===== src/rtl/gfx_mem_arbiter.sv =====
// ==== gfx_mem_arbiter: shares one read-only memory port among four gfx fetch clients ====
// Rev 1.0
`default_nettype none

module gfx_mem_arbiter #(
  parameter int BITS           = 16,
  parameter int ADDRESS_BITS   = 16,
  parameter int PRIORITY_MODE  = 0,
  parameter int TIMEOUT_CYCLES = 255
) (
  input  logic                    clk_i,
  input  logic                    rst_ni,
  input  logic [ADDRESS_BITS-1:0] spcon_memory_address_i,
  input  logic                    spcon_rvalid_i,
  output logic                    spcon_rready_o,
  output logic [BITS-1:0]         spcon_memory_data_o,
  input  logic [ADDRESS_BITS-1:0] bg0_memory_address_i,
  input  logic                    bg0_rvalid_i,
  output logic                    bg0_rready_o,
  output logic [BITS-1:0]         bg0_memory_data_o,
  input  logic [ADDRESS_BITS-1:0] bg1_memory_address_i,
  input  logic                    bg1_rvalid_i,
  output logic                    bg1_rready_o,
  output logic [BITS-1:0]         bg1_memory_data_o,
  input  logic [ADDRESS_BITS-1:0] ov_memory_address_i,
  input  logic                    ov_rvalid_i,
  output logic                    ov_rready_o,
  output logic [BITS-1:0]         ov_memory_data_o,
  output logic [ADDRESS_BITS-1:0] mem_address_o,
  output logic                    mem_rvalid_o,
  input  logic                    mem_rready_i,
  input  logic [BITS-1:0]         mem_data_i,
  output logic                    busy_o,
  output logic                    timeout_err_o
);

  localparam int WDOG_BITS = (TIMEOUT_CYCLES > 0) ? $clog2(TIMEOUT_CYCLES + 1) : 1;
  localparam logic [WDOG_BITS-1:0] WDOG_LAST =
      (TIMEOUT_CYCLES > 0) ? WDOG_BITS'(TIMEOUT_CYCLES - 1) : '0;

  typedef enum logic [1:0] {
    IDLE = 2'd0,
    MEM  = 2'd1,
    DONE = 2'd2
  } state_e;

  state_e                  state_q;
  logic [1:0]              rr_ptr_q;
  logic [1:0]              gnt_q;
  logic [ADDRESS_BITS-1:0] mem_address_q;
  logic                    mem_rvalid_q;
  logic [3:0]              rready_q;
  logic [BITS-1:0]         data_q;
  logic                    busy_q;
  logic                    timeout_err_q;
  logic [WDOG_BITS-1:0]    wdog_q;
  logic [WDOG_BITS-1:0]    wdog_d;

  logic [3:0]              req;
  logic [3:0]              exclude;
  logic [3:0]              req_masked;
  logic                    arb_found;
  logic [1:0]              arb_idx;
  logic [1:0]              cand;
  logic [ADDRESS_BITS-1:0] addr_sel;
  logic                    timeout_hit;

  // In DONE the just-served client still shows rvalid, so it is masked out.
  always_comb begin
    req        = {ov_rvalid_i, bg1_rvalid_i, bg0_rvalid_i, spcon_rvalid_i};
    exclude    = (state_q == DONE) ? (4'b0001 << gnt_q) : 4'b0000;
    req_masked = req & ~exclude;
    arb_found  = |req_masked;
    arb_idx    = 2'd0;
    cand       = 2'd0;
    for (int i = 3; i >= 0; i--) begin
      cand = (PRIORITY_MODE != 0) ? 2'(i) : rr_ptr_q + 2'(i);
      if (req_masked[cand]) arb_idx = cand;
    end
  end

  always_comb begin
    case (arb_idx)
      2'd0:    addr_sel = spcon_memory_address_i;
      2'd1:    addr_sel = bg0_memory_address_i;
      2'd2:    addr_sel = bg1_memory_address_i;
      default: addr_sel = ov_memory_address_i;
    endcase
  end

  assign wdog_d      = wdog_q + WDOG_BITS'(1);
  assign timeout_hit = (TIMEOUT_CYCLES != 0) && (wdog_q == WDOG_LAST);

  always_ff @(posedge clk_i or negedge rst_ni) begin
    if (!rst_ni) begin
      state_q       <= IDLE;
      rr_ptr_q      <= 2'd0;
      gnt_q         <= 2'd0;
      mem_address_q <= '0;
      mem_rvalid_q  <= 1'b0;
      rready_q      <= 4'b0000;
      data_q        <= '0;
      busy_q        <= 1'b0;
      timeout_err_q <= 1'b0;
      wdog_q        <= '0;
    end else begin
      rready_q <= 4'b0000;
      case (state_q)
        IDLE, DONE: begin
          if (arb_found) begin
            state_q       <= MEM;
            gnt_q         <= arb_idx;
            mem_address_q <= addr_sel;
            mem_rvalid_q  <= 1'b1;
            busy_q        <= 1'b1;
            wdog_q        <= '0;
            if (PRIORITY_MODE == 0) rr_ptr_q <= arb_idx + 2'd1;
          end else begin
            state_q      <= IDLE;
            mem_rvalid_q <= 1'b0;
            busy_q       <= 1'b0;
          end
        end
        MEM: begin
          if (mem_rready_i || timeout_hit) begin
            state_q      <= DONE;
            mem_rvalid_q <= 1'b0;
            rready_q     <= 4'b0001 << gnt_q;
            if (mem_rready_i) begin
              data_q <= mem_data_i;
            end else begin
              data_q        <= '0;
              timeout_err_q <= 1'b1;
            end
          end else begin
            wdog_q <= wdog_d;
          end
        end
        default: begin
          state_q      <= IDLE;
          mem_rvalid_q <= 1'b0;
          busy_q       <= 1'b0;
        end
      endcase
    end
  end

  assign spcon_rready_o      = rready_q[0];
  assign bg0_rready_o        = rready_q[1];
  assign bg1_rready_o        = rready_q[2];
  assign ov_rready_o         = rready_q[3];
  assign spcon_memory_data_o = data_q;
  assign bg0_memory_data_o   = data_q;
  assign bg1_memory_data_o   = data_q;
  assign ov_memory_data_o    = data_q;
  assign mem_address_o       = mem_address_q;
  assign mem_rvalid_o        = mem_rvalid_q;
  assign busy_o              = busy_q;
  assign timeout_err_o       = timeout_err_q;

endmodule

`default_nettype wire


===== config.mk =====
export PLATFORM = sky130hd
export DESIGN_NAME = gfx_mem_arbiter
export DESIGN_NICKNAME = d
export VERILOG_FILES = /design/src/rtl/gfx_mem_arbiter.sv
export SDC_FILE = /design/constraint.sdc
export NUM_CORES = 1
export LEC_CHECK = 0
export CORE_MARGIN = 2
export CORE_UTILIZATION = 35
export DETAILED_ROUTE_END_ITERATION = 8
export GPL_TIMING_DRIVEN = 0
export PLACE_DENSITY = 0.8
export REMOVE_ABC_BUFFERS = 1
export SLEW_MARGIN = 20
export SYNTH_ARGS = -nofsm -noshare
export SYNTH_HDL_FRONTEND = slang
export SYNTH_SLANG_ARGS = --single-unit

===== constraint.sdc =====
create_clock -name clk_i -period 3.1 [get_ports clk_i]
set_clock_uncertainty 0.2 [all_clocks]
set_input_delay 0.62 -clock clk_i [delete_from_list [all_inputs] [get_ports clk_i]]
set_output_delay 0.62 -clock clk_i [all_outputs]
set_load 0.005 [all_outputs]

==> flow_results.org <==
** Timing
- Max_slew headroom :: 47.4%
- Tmin final :: approximately 3.0 ns
- Of the available clock period, the critical path in the final layout requires 97.2%.
- Final count of hold timing violations :: 0
- Static timing analysis puts the maximum clock frequency at around 0.33 GHz.
- Setup Viol. Count Final :: 0
- For the pin with the worst max-slew slack, the measured transition is 0.789 ns.
- Final hold analysis gives a worst-case slack of about 0.13 ns.
- The final number of max-transition violations was 0.

** Hold path
- Type of the most critical hold path :: input port to async pin

** Die
- From left edge to right edge, the die measures approximately 98 um.
- The core region is 8640 um2.
- The floorplan step defined a die boundary enclosing 9600 um2.
- Die height :: 98.0 um
- For this configuration, the core starts out at a cell density of 35.8%.
- After floorplanning, the core was divided into 34 placement rows.
- IO Pins :: 174

** GRT
- Overall track demand over capacity in global routing :: 16.6%
- The initial antenna violation count is 0.
- Final global-route overflow total :: 0
- The first global-routing pass estimated about 13 mm of wire.
- Largest net degree at the start of global routing :: 53
- Via count of the first global-routing pass :: between 2000 and 3000

** Pwr
- The worst-case IR drop observed on VDD is 0.486 mV.
- Dividing total power by cell area gives a power density of 868 nW/um2.
- Leakage :: 2.04 nW
- Sequential power share :: 29.7%
- In this run, the combinational gates consume between 60 and 70% of the power.
- Share of total power in the clock network :: 9.0%
- Internal power comes to around 2.8 mW.
- In this run switching power makes up ~34% of total power.
- Switching power total :: 1.43 mW

** Layout
- 0 antenna diodes ended up in the layout.
- Final std cell area, no fill :: 4830 um2
- Leaving out fill and tap cells, the most frequent cell in the layout is sky130_fd_sc_hd__clkdlybuf4s50_1.
- Area growth syn-to-layout :: 56.4%
- For this run, the number of standard cells in the final layout without fillers is between 500 and 600.
- In the final layout, the multi-input gates occupy ~1400 um2.
- Commonest non-fill, non-tap cells in the layout :: sky130_fd_sc_hd__clkdlybuf4s50_1, sky130_fd_sc_hd__dfrtp_1, sky130_fd_sc_hd__inv_1, sky130_fd_sc_hd__mux2i_1, sky130_fd_sc_hd__mux2_1
- The final layout contains between 500 and 600 nets.
- Counting the fill cells in the layout gives 718.
- Register area :: 1310 um2
- Proportion of layout cells with a drive suffix above 1 :: 11.7%

** Synth
- After synthesis the netlist holds a flip-flop and latch count of 52.
- EDFF count, synth :: 0
- Number of standard cells after synthesis :: between 200 and 300
- Syn Std Cell Area :: slightly above 3000 um2
- Sequential area share after synthesis :: 42.1%
- Count of warnings emitted by yosys :: 0
- Main synth FF type :: sky130_fd_sc_hd__dfrtp_1
- For this run, asynchronously set or reset flops after synthesis account for 100%.
- Cell variety after synth :: 46
- A synthesized cell averages 11.0 um2.

** Clocking
- Buffers inserted to repair hold after CTS numbered 0.
- H-tree depth reported by CTS :: 2
- Root Buffer Master :: sky130_fd_sc_hd__clkbuf_8
- Num CTS Buffers :: 5
- The clock net in this run drives a total of 52 sinks.
- The later pin in the worst-skew pair is clocked with a latency of 0.29 ns.
- Bufs on Longest Clock Path :: 2
- Clock-pin slew was measured on the worst setup and hold paths at 0.09 ns.
- CTS tree :: yes

** Critical path
- The worst setup path is launched from a flip-flop.
- Critical path class :: flip-flop to flip-flop
- Data on the critical path arrives at its endpoint at 3.00 ns.
- Data on the critical path is required at its endpoint by approximately 3.1 ns.
- STA classifies the critical path endpoint as a flip-flop.
- Maximum fanout encountered on the critical timing path :: 16

** Run status
- The run finished with clean final reports.

** Placement
- Number of input and output port buffers inserted :: 173
- Once detailed placement completed, the half-perimeter wirelength came to 6.19 mm.
- Routability cong. :: about 0.8
- Total cell area at the placement stage :: around 4500 um2
- After detailed placement, the design holds a cell count of approximately 500.

** Drt
- WL/cell :: 16.1 um
- In the routed design, unresolved DRC markers number 0.
- Vias per std cell :: 5.03
- Top routing layer in use :: met4
- Count of antenna-violating nets left after detailed routing :: 0
- Wire segments on met2 add up to 4.34 mm in the final route.
- Wires add up to between 8 and 9 mm.
- Number of vias in the routed layout :: around 2600
- Pre-antenna DRT Iters :: 5
- In this run, the number of DRC markers left after iteration 0 of detailed routing was 140.
- After detailed routing, the wire length on met1 is 3.27 mm.
- Summed over all nets, wire length on met3 after detailed routing comes to 563 um.

** Run
- MaxCap Viol Count :: 0
[logic make-up (layout without fill, tap and decap cells)]
kind of cell | Yosys count | count (layout) | share of synthesized area, %
buf+inv | 88 | 217 | 17.1
compound gates | 56 | 56 | 15.8
flops | 52 | 52 | 42.1
simple gates | 40 | 40 | 8.70
mux | 36 | 36 | 12.7
fa+ha+maj | 6 | 6 | 2.43
xor+xnor | 4 | 4 | 1.13
[critical path, stage by stage, from the launching register on]
cell and delay [ns]:
sky130_fd_sc_hd__dfrtp_2 0.51, sky130_fd_sc_hd__nor4b_4 0.35, sky130_fd_sc_hd__buf_4 0.17, sky130_fd_sc_hd__o2bb2ai_2 0.05, sky130_fd_sc_hd__a311oi_2 0.35, sky130_fd_sc_hd__inv_2 0.10
sky130_fd_sc_hd__buf_4 0.16, sky130_fd_sc_hd__ha_4 0.21, sky130_fd_sc_hd__a222oi_1 0.34, sky130_fd_sc_hd__mux2i_1 0.12, sky130_fd_sc_hd__mux2_1 0.31
[power groups by stage]
stage	sequential (mW)	combinational [mW]	clock (mW)
6_report	1.25	2.57	0.379
4_1_cts	1.26	2.46	0.394
3_5_place_dp	1.25	2.35	0
3_3_place_gp	1.24	2.27	0
2_1_floorplan	1.27	0.874	0
5_1_grt	1.30	2.76	0.425
[worst paths after layout]
| path | start | endpoint | slack (ns) | cells after the start |
|---|---|---|---|---|
| max in group asynchronous | rst_ni | gnt_q[0] | 2.10 | 1 |
| min in group clk_i | timeout_err_o | timeout_err_o | 0.26 | 1 |
| min reg2reg | timeout_err_o | timeout_err_o | 0.26 | 1 |
| max reg2reg | gnt_q[0] | mem_address_o[11] | 0.09 | 10 |
| min | rst_ni | rready_q[1] | 0.13 | 1 |
| max | gnt_q[0] | mem_address_o[11] | 0.09 | 10 |
[area by class of cell]
type                    count  area share [%]
flip-flops and latches     52            27.0
clock buffers               5            1.42
multi-input cells         142            28.1
inverters                  23            1.79
well taps                 108            2.80
repair buffers            186            38.4
clock inverters             3           0.440
[what timing repair did]
item                       4_1_cts  5_1_grt
setup endpoints to repair       16       16
gates resized for setup         11       12
cloned                           0        0
pin swaps                        6        6
setup buffers                    2       10
[synthesized netlist by cell type (all sizes together) (6+ instances only)]
| cell | number | area [um2] |
|---|---|---|
| ha | 6 | 75.1 |
| a22o | 16 | 140 |
| mux2 | 19 | 221 |
| nand2 | 7 | 26.3 |
| nor2 | 6 | 22.5 |
| inv | 23 | 86.3 |
| clkbuf | 8 | 30.0 |
| buf | 57 | 413 |
| mux2i | 17 | 170 |
| dfrtp | 52 | 1300 |
| a222oi | 16 | 160 |
[registers in the layout, summed over array words and instances, names as in the netlist]
name / flops
bg0_memory_data_o: 16
gnt_q: 2
rready_q: 4
busy_o: 1
state_q: 2
rr_ptr_q: 2
wdog_q: 8
timeout_err_o: 1
mem_address_o: 16
[through the flow]
step | setup WS (ns) | utilization [%] | power [mW] | TNS [ns]
5_1_grt | -0.0176 | 56.0 | 4.48 | -0.0246
6_report | 0.0879 | 56.0 | 4.19 | 0
4_1_cts | 0.0132 | 54.6 | 4.11 | 0
3_3_place_gp | -0.710 | 52.3 | 3.51 | -38.95
3_5_place_dp | -0.764 | 52.6 | 3.60 | -11.52
2_1_floorplan | 0.223 | - | 2.14 | 0
[per-layer routing]
metal / GRT usage, % / vias to the layer above
met1: 19.6 / 1250
met4: 5.45 / 0
li1: - / 1231
met2: 29.6 / 116
met3: 3.87 / 14
met5: 0 / -
No activity file was read; power rests on OpenSTA's default activity.
